## src/rtl/shared_reg_arbiter.sv

```systemverilog
// -----------------------------------------------------------------------------
// shared_reg_arbiter
//
// Round-robin arbiter in front of one shared load-enabled register. Requesters
// raise req with their data. One requester is granted for one cycle, or for a
// run of cycles when ARB_LOCK_EN is defined and the owner holds lock. Its data
// is loaded into the shared register at the end of the grant cycle. The stored
// value is presented together with the index of the requester that wrote it.
//
// Optional feature macro: ARB_LOCK_EN
//   Adds the lock input and a hold counter. While lock is held, the current
//   owner keeps its grant for up to MAX_HOLD back-to-back writes.
//
// Parameters
//   NREQ     number of requesters (2..8)
//   WIDTH    shared register width
//   IDW      owner index width, 2**IDW >= NREQ
//   MAX_HOLD maximum consecutive locked grant cycles (ARB_LOCK_EN only)
//
// Ports
//   CLK    in   clock, all state changes on posedge
//   RST_N  in   asynchronous active-low reset
//   req    in   per-requester level-sensitive request
//   din    in   requester data, requester i at [i*WIDTH +: WIDTH]
//   lock   in   per-requester hold request (ARB_LOCK_EN only)
//   gnt    out  registered grant, one-hot or zero
//   En     out  load strobe of the shared register, |(gnt & req)
//   Dout   out  shared register contents
//   owner  out  index of the requester that last wrote Dout
//   valid  out  Dout holds written data
// -----------------------------------------------------------------------------
module shared_reg_arbiter #(
   parameter int NREQ     = 4,
   parameter int WIDTH    = 8,
   parameter int IDW      = 2,
   parameter int MAX_HOLD = 8
) (
   input  logic                  CLK,
   input  logic                  RST_N,
   input  logic [NREQ-1:0]       req,
   input  logic [NREQ*WIDTH-1:0] din,
`ifdef ARB_LOCK_EN
   input  logic [NREQ-1:0]       lock,
`endif
   output logic [NREQ-1:0]       gnt,
   output logic                  En,
   output logic [WIDTH-1:0]      Dout,
   output logic [IDW-1:0]        owner,
   output logic                  valid
);

   localparam logic [0:0] IDLE  = 1'b0;
   localparam logic [0:0] GRANT = 1'b1;

   logic [0:0]       state_q, state_d;
   logic [NREQ-1:0]  gnt_q,   gnt_d;
   logic [IDW-1:0]   ptr_q,   ptr_d;
   logic [WIDTH-1:0] dout_q,  dout_d;
   logic [IDW-1:0]   owner_q, owner_d;
   logic             valid_q, valid_d;

`ifdef ARB_LOCK_EN
   localparam int HW = $clog2(MAX_HOLD + 1);
   logic [HW-1:0]    hold_q,  hold_d;
   logic             lock_g;
`endif

   // Round-robin pick: first requester strictly above ptr wins, otherwise the
   // lowest requester at or below ptr (the search wraps around).
   logic            hi_found, lo_found, sel_found;
   logic [IDW-1:0]  hi_idx, lo_idx, sel_idx;

   // NOTE: every combinational output gets a default before any conditional
   // assignment, so no path leaves it unassigned and no latch is inferred.
   always_comb begin
      hi_found = 1'b0;
      lo_found = 1'b0;
      hi_idx   = '0;
      lo_idx   = '0;
      for (int i = 0; i < NREQ; i++) begin
         if (req[i] && (IDW'(i) > ptr_q) && !hi_found) begin
            hi_found = 1'b1;
            hi_idx   = IDW'(i);
         end
         if (req[i] && (IDW'(i) <= ptr_q) && !lo_found) begin
            lo_found = 1'b1;
            lo_idx   = IDW'(i);
         end
      end
      sel_found = hi_found | lo_found;
      sel_idx   = hi_found ? hi_idx : lo_idx;
   end

   // Decode of the current grant. gnt_q is one-hot, so OR-ing the selected
   // lanes yields the granted index and that requester's data only.
   logic [IDW-1:0]   g_idx;
   logic [WIDTH-1:0] g_data;

   always_comb begin
      g_idx  = '0;
      g_data = '0;
      for (int i = 0; i < NREQ; i++) begin
         if (gnt_q[i]) begin
            g_idx  = g_idx | IDW'(i);
            g_data = g_data | din[i*WIDTH +: WIDTH];
         end
      end
   end

   assign En = |(gnt_q & req);
`ifdef ARB_LOCK_EN
   // Lock of ungranted requesters is masked out here.
   assign lock_g = |(gnt_q & lock);
`endif

   always_comb begin
      state_d = state_q;
      gnt_d   = gnt_q;
      ptr_d   = ptr_q;
      dout_d  = dout_q;
      owner_d = owner_q;
      valid_d = valid_q;
`ifdef ARB_LOCK_EN
      hold_d  = hold_q;
`endif
      case (state_q)
         IDLE: begin
            if (sel_found) begin
               gnt_d   = NREQ'(1) << sel_idx;
               state_d = GRANT;
            end else begin
               gnt_d   = '0;
            end
         end
         GRANT: begin
            // Default for this state is release; the locked path overrides it.
            gnt_d   = '0;
            state_d = IDLE;
`ifdef ARB_LOCK_EN
            hold_d  = '0;
`endif
            if (En) begin
               dout_d  = g_data;
               owner_d = g_idx;
               valid_d = 1'b1;
               ptr_d   = g_idx;
`ifdef ARB_LOCK_EN
               if (lock_g && (hold_q < HW'(MAX_HOLD - 1))) begin
                  gnt_d   = gnt_q;
                  state_d = GRANT;
                  hold_d  = hold_q + HW'(1);
               end
`endif
            end
         end
         default: begin
            gnt_d   = '0;
            state_d = IDLE;
         end
      endcase
   end

   // NOTE: state registers use non-blocking assignments so every flop samples
   // the pre-edge values regardless of process ordering.
   // NOTE: the shared data register is reset as well; valid alone would mask
   // it, but Dout is architecturally visible and must read 0 out of reset.
   always_ff @(posedge CLK or negedge RST_N) begin
      if (!RST_N) begin
         state_q <= IDLE;
         gnt_q   <= '0;
         ptr_q   <= IDW'(NREQ - 1);
         dout_q  <= '0;
         owner_q <= '0;
         valid_q <= 1'b0;
`ifdef ARB_LOCK_EN
         hold_q  <= '0;
`endif
      end else begin
         state_q <= state_d;
         gnt_q   <= gnt_d;
         ptr_q   <= ptr_d;
         dout_q  <= dout_d;
         owner_q <= owner_d;
         valid_q <= valid_d;
`ifdef ARB_LOCK_EN
         hold_q  <= hold_d;
`endif
      end
   end

   assign gnt   = gnt_q;
   assign Dout  = dout_q;
   assign owner = owner_q;
   assign valid = valid_q;

endmodule

```

## config.mk

```make
export PLATFORM = sky130hd
export DESIGN_NAME = shared_reg_arbiter
export DESIGN_NICKNAME = d
export VERILOG_FILES = /design/src/rtl/shared_reg_arbiter.sv
export SDC_FILE = /design/constraint.sdc
export NUM_CORES = 1
export LEC_CHECK = 0
export CORE_MARGIN = 2
export CORE_UTILIZATION = 39
export CTS_BUF_LIST = sky130_fd_sc_hd__clkbuf_4 sky130_fd_sc_hd__clkbuf_8 sky130_fd_sc_hd__clkbuf_16
export CTS_CLUSTER_DIAMETER = 60
export DETAILED_ROUTE_END_ITERATION = 10
export GPL_ROUTABILITY_DRIVEN = 0
export GPL_TIMING_DRIVEN = 1
export PLACE_DENSITY = 0.92
export REMOVE_ABC_BUFFERS = 1
export SYNTH_ARGS = -nofsm -noshare
export SYNTH_HDL_FRONTEND = slang
export SYNTH_SLANG_ARGS = --single-unit
```

## constraint.sdc

```tcl
create_clock -name CLK -period 3.9 [get_ports CLK]
set_input_delay 0.975 -clock CLK [delete_from_list [all_inputs] [get_ports CLK]]
set_output_delay 0.975 -clock CLK [all_outputs]
set_load 0.02 [all_outputs]
```

==> flow_metrics.tcl, run 1 <==
set metrics [dict create \
    firstDrtPassIters 4 \
    cts.sinks 18 \
    routed_wire_length_per_instance_um 14.6 \
    yosysWarnings 0 \
    worst-path-buf-inv 2 \
    placement.cell_area_sq_um 1410 \
    io-pin-count 54 \
    arrival_ps 2570 \
    peakVddDrop_mv 0.424 \
    gr-usage-met3_pct 3.22 \
    syn_inst 87 \
    seq_area_frac_synth_pct 51.7 \
    hpwlAfterDp_um 1810 \
    synth_edf_count 0 \
    yosys-top-cells-area "dfrtp_1, a22oi_1, nor2_1" \
    grt_max_degree 21 \
    timing.final.crit_period_ps 3540 \
    die_w_um 51.4 \
    grt_pass1_vias 898 \
    syn_area_per_cell_sq_um 10.1 \
    leakage_uw 0.000555 \
    finClkSkew_ps 2.72 \
    crit_path_end_kind "primary output" \
    powerDensity_nw_per_um2 625 \
    h-tree-depth 1 \
    diodes 0 \
    postCtsSetupBuffers 0 \
    fillerInstances 169 \
    dieArea_sq_um 2640 \
    antenna_left 0 \
    maxCapViolCount 0 \
    path_cells "clkdlybuf4s50_1, a22o_1, or2_2, clkdlybuf4s50_1" \
    crit_type "in -> out" \
    cts_resized 0 \
    synth_cell_types 24 \
    cp_data_required_time_ps 2920 \
    worst_pin_slew_ps 761 \
    synth_top_cell_area_share_pct 45.7 \
    crit_slowest_cell "clkdlybuf4s50_1" \
    fmax_mhz 282 \
    die_y_um 51.4 \
    io_buffer_count 53 \
    finalSetupTns_ps 0 \
    cpLargestDelayFamily "buffers and inverters" \
    clk_latency_ps 280 \
    rows 17 \
    dr_total_vias 923 \
    drc 0 \
    design_area_sq_um 1450 \
    slew_violations 0 \
    cp_common_cell "clkdlybuf4s50_1" \
    grt_pass1_wl_um 3950 \
    cts_buffers 3 \
    final_layout_size_suffix_gt1_share_pct 5.80 \
    startpoint_type "primary input" \
    root_buffer "clkbuf_4" \
    syn_area_sq_um 876 \
    gr-max-usage-layer "met2" \
    groute.layer.met2.usage_pct 35.3 \
    worstHoldPathType "reg -> reg" \
    grt_use_met1_pct 24.9 \
    power_uw 906 \
    initial_utilization_pct 40.4 \
    postCtsHoldBufs 0 \
    nNetsFinal 177 \
    synth-seq-cells 18 \
    routed_wl_um 2430 \
    grt_usage_pct 19.6 \
    syn_to_final_growth_pct 65.4 \
    via_per_inst 5.56 \
    yosysTopAreaCell "dfrtp_1" \
    clk_path_buf_depth 2 \
    slew_headroom_pct 49.1 \
    status "finished clean" \
    setup_viol 0 \
    core_area_sq_um 2170 \
    slowest_delay_ps 540 \
    cp_max_fo 4 \
    rsz0062_at_grt "false" \
    synth_ff_type "dfrtp_1" \
    antenna_found_initial 0 \
    cts_tree "yes" \
    grt.overflow.total 0 \
    dr.first_iter.drc_count 22 \
    hold_violations 0 \
    async_reset_ff_share_pct 100 \
    clk_pin_slew_worst_paths_ps 100 \
    fin_crit_sh_pct 90.8 \
]
routing by layer:
layer,vias to the layer above,routed length [um]
met5,-,0
met4,0,0
met3,0,176
met2,46,1270
met1,446,978
li1,431,-
worst paths after layout:
kind | start | endpoint | slack, ps | cells after the start
min in group asynchronous | RST_N | owner[1] | 1120 | 1
setup / recovery | req[1] | En | 360 | 4
hold reg to reg | valid | valid | 490 | 1
setup reg to reg | gnt[0] | Dout[1] | 2090 | 4
hold / removal | valid | valid | 490 | 1
max in group asynchronous | RST_N | owner[0] | 2300 | 1
per-stage QoR:
step | hold WS, ps | worst slack, ps | cells | util [%]
2_1_floorplan | 468 | 1360 | 81 | -
3_3_place_gp | 458 | 392 | 162 | 65.1
3_5_place_dp | 465 | 377 | 162 | 65.1
4_1_cts | 492 | 364 | 166 | 66.8
5_1_grt | 515 | 312 | 166 | 66.8
6_report | 487 | 359 | 166 | 66.8
cell usage after synthesis, drive strengths merged (2+ instances only):
cell	count
o21a	5
dfrtp	16
a21oi	2
nand2b	3
dfstp	2
a31oi	8
a22oi	16
a22o	2
buf	4
clkbuf	2
nor2	15
sequential cells by signal (all words and copies together), names as in the netlist:
signal,flops
ptr_q,2
valid,1
Dout,8
owner,2
state_q,1
gnt,4
cells by family (layout without fill, tap and decap cells):
| family | Yosys count | count (layout) | synth area share, % |
|---|---|---|---|
| buffers and inverters | 6 | 57 | 3.28 |
| AO/OA/AOI/OAI | 38 | 38 | 31.3 |
| flip-flops | 18 | 18 | 51.7 |
| AND/OR/NAND/NOR | 25 | 25 | 13.7 |
cell usage in the layout, fill, tap and decap left out, drive strengths merged, types with 3 or more instances in the layout:
master,count
clkdlybuf4s50,53
dfrtp,16
a22oi,16
nor2,15
a31oi,8
o21a,5
clkbuf,4
nand2b,3
power by group:
group / internal [uW] / switching [uW] / total, uW / leakage [uW]
sequential: 270 / 78.1 / 348 / 0.000209
clock: 56.8 / 55.4 / 112 / 0.0000210
combinational: 238 / 207 / 445 / 0.000325
cell type report:
| type | count | area [sq um] | area share, % |
|---|---|---|---|
| multi-input cells | 63 | 394 | 27.2 |
| clock buffers | 4 | 36.3 | 2.50 |
| repair buffers | 53 | 531 | 36.6 |
| well taps | 28 | 35.0 | 2.42 |
| flip-flops and latches | 18 | 453 | 31.3 |
Note: power is estimated with default switching activity, not from simulation.
==> run 2, diff against run 1 <==
--- a/config.mk
+++ b/config.mk
@@ -14,6 +14,7 @@
 export GPL_TIMING_DRIVEN = 1
 export PLACE_DENSITY = 0.92
 export REMOVE_ABC_BUFFERS = 1
+export SETUP_SLACK_MARGIN = 0.02
 export SYNTH_ARGS = -nofsm -noshare
 export SYNTH_HDL_FRONTEND = slang
 export SYNTH_SLANG_ARGS = --single-unit
==> results of run 2 <==
The final DEF is identical to that of run 1; final timing and power are the same.
